**src/rtl/ifetch_pkg.sv**
```systemverilog
// rtl/ifetch_pkg.sv - shared types and constants for the instruction-fetch stage
package ifetch_pkg;

  localparam int          INSTR_WIDTH      = 32;
  localparam logic [31:0] DEFAULT_RESET_PC = 32'h0000_0000;
  localparam logic [31:0] NOP              = 32'h0000_0013;

  typedef enum logic {
    IDLE = 1'b0,
    RUN  = 1'b1
  } fetch_state_e;

  typedef struct packed {
    logic [31:0]            pc;
    logic [INSTR_WIDTH-1:0] instr;
  } fetch_entry_t;

endpackage

```
**src/rtl/ifetch_if.sv**
```systemverilog
// rtl/ifetch_if.sv - memory, redirect and decoder-side signals of the fetch stage
interface ifetch_if;
  import ifetch_pkg::*;

  logic                   fetch_enable;
  logic                   mem_read_enable;
  logic [31:0]            mem_address;
  logic [INSTR_WIDTH-1:0] mem_data_in;
  logic                   redirect_valid;
  logic [31:0]            redirect_pc;
  logic [INSTR_WIDTH-1:0] instr_out;
  logic [31:0]            instr_pc;
  logic                   instr_valid;
  logic                   instr_ready;

  modport master (
    input  fetch_enable, mem_data_in, redirect_valid, redirect_pc, instr_ready,
    output mem_read_enable, mem_address, instr_out, instr_pc, instr_valid
  );

  modport slave (
    output fetch_enable, mem_data_in, redirect_valid, redirect_pc, instr_ready,
    input  mem_read_enable, mem_address, instr_out, instr_pc, instr_valid
  );

endinterface

```
**src/rtl/ifetch_queue.sv**
```systemverilog
// rtl/ifetch_queue.sv - in-order {pc, instr} FIFO with synchronous flush
module fetch_queue
  import ifetch_pkg::*;
#(
  parameter int DEPTH = 4,
  localparam int AW = $clog2(DEPTH),
  localparam int CW = AW + 1
) (
  input  logic         clk,
  input  logic         rst_n,
  input  logic         flush_i,
  input  logic         push_i,
  input  fetch_entry_t push_data_i,
  input  logic         pop_i,
  output fetch_entry_t head_o,
  output logic [CW-1:0] count_o
);

  fetch_entry_t  mem_q [DEPTH];
  logic [AW-1:0] rd_ptr_q, wr_ptr_q;
  logic [CW-1:0] count_q;
  logic          do_push, do_pop;

  // Flush dominates: an entry arriving or leaving on a flush edge is dropped.
  assign do_push = push_i & ~flush_i;
  assign do_pop  = pop_i & ~flush_i & (count_q != '0);

  always_ff @(posedge clk or negedge rst_n) begin
    if (!rst_n) begin
      for (int i = 0; i < DEPTH; i++) mem_q[i] <= '0;
      rd_ptr_q <= '0;
      wr_ptr_q <= '0;
      count_q  <= '0;
    end else if (flush_i) begin
      rd_ptr_q <= '0;
      wr_ptr_q <= '0;
      count_q  <= '0;
    end else begin
      if (do_push) begin
        mem_q[wr_ptr_q] <= push_data_i;
        wr_ptr_q        <= wr_ptr_q + AW'(1);
      end
      if (do_pop) rd_ptr_q <= rd_ptr_q + AW'(1);
      case ({do_push, do_pop})
        2'b10:   count_q <= count_q + CW'(1);
        2'b01:   count_q <= count_q - CW'(1);
        default: count_q <= count_q;
      endcase
    end
  end

  assign head_o  = mem_q[rd_ptr_q];
  assign count_o = count_q;

  assert property (@(posedge clk) disable iff (!rst_n)
    !(do_push && !do_pop && count_q == CW'(DEPTH)));
  assert property (@(posedge clk) disable iff (!rst_n)
    !(pop_i && !flush_i && count_q == '0));

endmodule

```
**src/rtl/ifetch.sv**
```systemverilog
// rtl/ifetch.sv - pc, fetch FSM, inflight tracking and queue credit for the fetch stage
module ifetch
  import ifetch_pkg::*;
#(
  parameter logic [31:0] RESET_PC = DEFAULT_RESET_PC,
  parameter int          DEPTH    = 4
) (
  input logic     clk,
  input logic     rst_n,
  ifetch_if.master bus
);

  localparam int CW = $clog2(DEPTH) + 1;
  localparam logic [0:0] S_IDLE = IDLE;
  localparam logic [0:0] S_RUN  = RUN;

  logic [0:0]    state_q, state_d;
  logic [31:0]   pc_q, pc_d;
  logic [31:0]   req_pc_q, req_pc_d;
  logic          inflight_q, inflight_d;
  logic [CW-1:0] count;
  logic [CW:0]   used;
  logic          issue, push, pop;
  fetch_entry_t  head, push_data;

  // Credit counts the inflight word so a full queue can never be overrun.
  assign used  = {1'b0, count} + {{CW{1'b0}}, inflight_q};
  assign issue = (state_q == S_RUN) & bus.fetch_enable & ~bus.redirect_valid
               & (used < (CW+1)'(DEPTH));

  always_comb begin
    state_d    = bus.fetch_enable ? S_RUN : S_IDLE;
    pc_d       = pc_q;
    req_pc_d   = req_pc_q;
    inflight_d = issue;
    if (bus.redirect_valid) pc_d = {bus.redirect_pc[31:2], 2'b00};
    else if (issue)         pc_d = pc_q + 32'd4;
    if (issue) req_pc_d = pc_q;
  end

  always_ff @(posedge clk or negedge rst_n) begin
    if (!rst_n) begin
      state_q    <= S_IDLE;
      pc_q       <= RESET_PC;
      req_pc_q   <= '0;
      inflight_q <= 1'b0;
    end else begin
      state_q    <= state_d;
      pc_q       <= pc_d;
      req_pc_q   <= req_pc_d;
      inflight_q <= inflight_d;
    end
  end

  assign push      = inflight_q & ~bus.redirect_valid;
  assign pop       = bus.instr_valid & bus.instr_ready;
  assign push_data = '{pc: req_pc_q, instr: bus.mem_data_in};

  fetch_queue #(.DEPTH(DEPTH)) u_queue (
    .clk        (clk),
    .rst_n      (rst_n),
    .flush_i    (bus.redirect_valid),
    .push_i     (push),
    .push_data_i(push_data),
    .pop_i      (pop),
    .head_o     (head),
    .count_o    (count)
  );

  assign bus.mem_read_enable = issue;
  assign bus.mem_address     = {2'b00, pc_q[31:2]};
  assign bus.instr_out       = head.instr;
  assign bus.instr_pc        = head.pc;
  assign bus.instr_valid     = (count != '0);

endmodule

```
**src/flat_wrapper.sv**
```systemverilog
// flat-port wrapper written by rule: the top's interface ports become plain ports
module ifetch_flat import ifetch_pkg::*;
#(
  parameter logic [31:0] RESET_PC = DEFAULT_RESET_PC,
  parameter int          DEPTH    = 4
)
  (clk, rst_n, bus_fetch_enable, bus_mem_data_in, bus_redirect_valid, bus_redirect_pc, bus_instr_ready, bus_mem_read_enable, bus_mem_address, bus_instr_out, bus_instr_pc, bus_instr_valid);
  ifetch_if bus_i ();
  input logic clk;
  input logic rst_n;
  input wire logic [$bits(bus_i.fetch_enable)-1:0] bus_fetch_enable;
  input wire logic [$bits(bus_i.mem_data_in)-1:0] bus_mem_data_in;
  input wire logic [$bits(bus_i.redirect_valid)-1:0] bus_redirect_valid;
  input wire logic [$bits(bus_i.redirect_pc)-1:0] bus_redirect_pc;
  input wire logic [$bits(bus_i.instr_ready)-1:0] bus_instr_ready;
  output wire logic [$bits(bus_i.mem_read_enable)-1:0] bus_mem_read_enable;
  output wire logic [$bits(bus_i.mem_address)-1:0] bus_mem_address;
  output wire logic [$bits(bus_i.instr_out)-1:0] bus_instr_out;
  output wire logic [$bits(bus_i.instr_pc)-1:0] bus_instr_pc;
  output wire logic [$bits(bus_i.instr_valid)-1:0] bus_instr_valid;
  assign bus_i.fetch_enable = bus_fetch_enable;
  assign bus_i.mem_data_in = bus_mem_data_in;
  assign bus_i.redirect_valid = bus_redirect_valid;
  assign bus_i.redirect_pc = bus_redirect_pc;
  assign bus_i.instr_ready = bus_instr_ready;
  assign bus_mem_read_enable = bus_i.mem_read_enable;
  assign bus_mem_address = bus_i.mem_address;
  assign bus_instr_out = bus_i.instr_out;
  assign bus_instr_pc = bus_i.instr_pc;
  assign bus_instr_valid = bus_i.instr_valid;
  ifetch #(.RESET_PC(RESET_PC), .DEPTH(DEPTH)) u_core (.clk(clk), .rst_n(rst_n), .bus(bus_i));
endmodule
```
**config.mk**
```make
export PLATFORM = sky130hd
export DESIGN_NAME = ifetch_flat
export DESIGN_NICKNAME = d
export VERILOG_FILES = /design/src/rtl/ifetch_pkg.sv /design/src/rtl/ifetch_if.sv /design/src/rtl/ifetch_queue.sv /design/src/rtl/ifetch.sv /design/src/flat_wrapper.sv
export SDC_FILE = /design/constraint.sdc
export NUM_CORES = 1
export LEC_CHECK = 0
export CAP_MARGIN = 20
export CORE_MARGIN = 3
export CORE_UTILIZATION = 50
export CTS_CLUSTER_DIAMETER = 50
export DETAILED_ROUTE_END_ITERATION = 12
export GPL_TIMING_DRIVEN = 1
export PLACE_DENSITY = 0.86
export SYNTH_ARGS = -nofsm -noshare
export SYNTH_HDL_FRONTEND = slang
export SYNTH_HIERARCHICAL = 1
export SYNTH_SLANG_ARGS = --single-unit
export TNS_END_PERCENT = 20
```
**constraint.sdc**
```tcl
create_clock -name clk -period 2.75 [get_ports clk]
set_input_delay 0.55 -clock clk [delete_from_list [all_inputs] [get_ports clk]]
set_output_delay 0.55 -clock clk [all_outputs]
set_load 0.02 [all_outputs]
```
==> impl_metrics.csv <==
group,metric,value,unit
drt,wl,36700,µm
status,violations,"negative hold slack",
timing,fin_worst_skew,26.2,ps
global_route,grt.busiest_layer,"met2",
timing,hold_ws,-7.39,ps
worst_setup_path,worstSetupEndpointType,"output pin",
synth,synthDistinctLibCells,60,
timing,worst_slew_pin_slew,608,ps
clock_network,hold_buffers,0,
placed_design,place_hpwl,23200,µm
hold_path,worstHoldPathType,"in2async",
status,status,"finished with violations",
timing,hold_viol_final,1,
timing,slew_headroom,59.3,%
cells_and_area,fill_cells,2160,
drt,firstDrtPassIters,5,
global_route,grt_pass1_vias,10400,
worst_setup_path,critPathLaunchType,"flip-flop",
synth,ys_ff_latch,325,
timing,fmax,371,MHz
timing,final-setup-viol-count,0,
power_and_ir_drop,ir_worst_vdd,387,µV
global_route,grtUsageTotal,22.0,%
synth,seq_area_frac_synth,51.3,%
synth,yosysWarningCount,6,
clock_network,path_clk_slew,60,ps
synth,synthCells,1017,
worst_setup_path,critPathMaxFanout,8,
floorplanning,fp.dieArea,33900,µm²
synth,yosysTopAreaCellShare,51.3,%
timing,rsz0062_at_grt,"true",
clock_network,cts_tree,"done",
synth,netlist_area,15900,µm²
synth,synth_flop_cell,"dfrtp_1",
global_route,gr-usage-met3,4.20,%
synth,async_flop_share,100,%
drt,drt-vias-per-instance,5.80,
placed_design,port_buffers,162,
clock_network,cts_root_buf,"clkbuf_16",
cells_and_area,final_layout_size_suffix_gt1_share,38.3,%
cells_and_area,final_nets,1306,
drt,vias,9608,
worst_setup_path,reg2reg_depth,7,
clock_network,worstSkewPairLatency,520,ps
timing,post-route-period-util,98.1,%
floorplanning,die_w,184,µm
timing,slew_violations,0,
floorplanning,io_pins,167,
synth,synth_edf_count,0,
synth,synthTopCellsByArea,"dfrtp_1 (51%), mux2_4 (23%), mux4_2 (9.1%)",
clock_network,cts.sinks,325,
floorplanning,dieHeight,184,µm
worst_setup_path,worst_r2r_endpoint,"u_core/pc_q[19]$_DFFE_PN0P_",
floorplanning,start_util,51.3,%
global_route,grt_overflow,0,
cells_and_area,num_antenna_cells,0,
worst_setup_path,r2r_slack,250,ps
drt,drcViolationCount,0,
placed_design,finalWeightedCongestion,0.865,
drt,drt_iter0_drc,720,
power_and_ir_drop,p_per_area,662,nW/µm²
floorplanning,rows,64,
synth,yosysTopAreaCell,"dfrtp_1",
global_route,use_met2,35.4,%
worst_setup_path,crit_required,2200,ps
worst_setup_path,reg2reg_from,"u_core/u_queue/count_o[1]$_DFFE_PN0P_",
timing,post-route-min-period,2700,ps
floorplanning,core_area,30900,µm²
clock_network,clockBufferDepth,3,
global_route,use_met1,31.2,%
power_and_ir_drop,leakage,0.00962,µW
drt,postRouteAntennaNets,0,
global_route,grt_max_degree,73,
global_route,antenna_found_initial,0,
cells_and_area,area_growth,21.4,%
worst_setup_path,crit_end,"bus_instr_pc[11]",
clock_network,htreeDepth,2,
synth,syn_avg_cell_area,15.6,µm²
worst_setup_path,critical_path_class,"reg2out",
global_route,grt_pass1_wl,59400,µm
drt,wire_per_inst,22.2,µm
worst_setup_path,startpoint,"u_core/u_queue/rd_ptr_q[0]$_DFFE_PN0P_",
timing,tns,0,ps
clock_network,cts-buffers-inserted,39,
worst_setup_path,cp.arrival,2150,ps
job,cap_violations,0,
## stage by stage
stage | setup WS, ps | std cells | instance area (µm²) | power [µW] | utilization, %
after floorplan | 9.09 | 1026 | 15900 | 6800 | -
after CTS | -9.08 | 1655 | 19300 | 12900 | 62.4
after global placement | -268 | 1581 | 18000 | 7830 | 58.3
final | 51.2 | 1656 | 19300 | 12700 | 62.3
after global routing | -12.5 | 1656 | 19300 | 13200 | 62.3
after detailed placement | -271 | 1581 | 18000 | 7920 | 58.3
## Yosys cell counts (2+ instances only)
cell         n
a21oi_1      4
a22oi_1      8
a2bb2oi_1    2
a31oi_1      4
and2_1       2
and3_1       4
buf_1        3
buf_12      25
buf_2       11
buf_4        8
buf_6        3
clkbuf_1    11
dfrtp_1    325
ha_1         5
inv_1        7
mux2_2      16
mux2_4     240
mux2i_1      2
mux4_2      64
nand2_1    121
nand2_8      4
nand2b_1     2
nand3_1     23
nand4_1      9
nand4_2      2
nand4_4      2
nor2_1      27
nor2b_1      2
nor3_1       4
nor3b_1      2
nor4_1       2
nor4_4       2
o2111ai_1    2
o211ai_1     5
o21ai_0     17
o21ai_1      3
o221ai_1     2
o311ai_0     7
o311ai_1     4
or3_1        4
xnor2_1      4
xor2_1       5
## cells by family after synthesis
family,after synthesis,share of synthesized area (%)
compound gates,66,2.89
xor+xnor,9,0.497
fa+ha+maj,6,0.521
buf+inv,69,4.65
flops,325,51.3
mux,322,33.1
other cells,1,0.0236
simple gates,219,7.09
## routing by layer
metal | vias up | wire length (µm)
met5 | - | 0
met4 | 0 | 866
met3 | 66 | 2390
met2 | 399 | 17500
met1 | 5008 | 16000
li1 | 4135 | -
## sequential cells by signal, indices dropped and copies added, names as in the netlist
name / flops
u_core/req_pc_q: 30
u_core/u_queue/mem_q: 256
u_core/inflight_q: 1
u_core/u_queue/count_o: 3
u_core/u_queue/rd_ptr_q: 2
u_core/state_q: 1
u_core/pc_q: 30
u_core/u_queue/wr_ptr_q: 2
## final cells by class
class / instances / area [µm²] / share of cell area [%]
repair buffers: 225 / 2280 / 11.8
flip-flops and latches: 325 / 8140 / 42.3
clock inverters: 17 / 176 / 0.916
multi-input cells: 632 / 7030 / 36.5
well taps: 396 / 495 / 2.57
clock buffers: 53 / 1100 / 5.71
inverters: 8 / 35.0 / 0.182
## timing repair
action,4_1_cts,5_1_grt
setup buffers,3,1
resized for setup,100,29
cloned,1,0
endpoints found under the setup margin,65,36
## report_power, final
group          leakage (µW)  internal, µW  switching (µW)
Combinational       0.00466          1090             993
Clock              0.000621          3020            2030
Sequential          0.00435          5190             417
Total               0.00962          9300            3440
## cells in the final DEF, fill, tap and decap left out, drive strengths merged, types with 24 or more instances in the layout
cell type | Yosys | routed
dfrtp | 325 | 325
mux2 | 256 | 256
nand2 | 126 | 126
clkdlybuf4s50 | 0 | 96
buf | 50 | 71
mux4 | 64 | 64
clkbuf | 11 | 60
dlygate4sd2 | 0 | 32
nor2 | 27 | 27
nand3 | 24 | 24
## how the worst min path moves through the flow
stage	endpoint	slack (ps)	depth (start not counted)
3_3_place_gp	u_core/u_queue/mem_q[95]$_DFFE_PN0P_	480	1
2_1_floorplan	u_core/inflight_q$_DFF_PN0_	250	0
5_1_grt	u_core/u_queue/mem_q[201]$_DFFE_PN0P_	20	1
3_5_place_dp	u_core/u_queue/mem_q[108]$_DFFE_PN0P_	490	1
6_report	u_core/u_queue/mem_q[201]$_DFFE_PN0P_	-7	1
4_1_cts	u_core/u_queue/mem_q[201]$_DFFE_PN0P_	7	1
## worst max-delay path, stage by stage, from the launching register on
cell           delay (ps)
dfrtp_4               540
buf_6                 190
mux4_2                560
dlygate4sd2_1         350
Power figures use the tool's default switching activity.
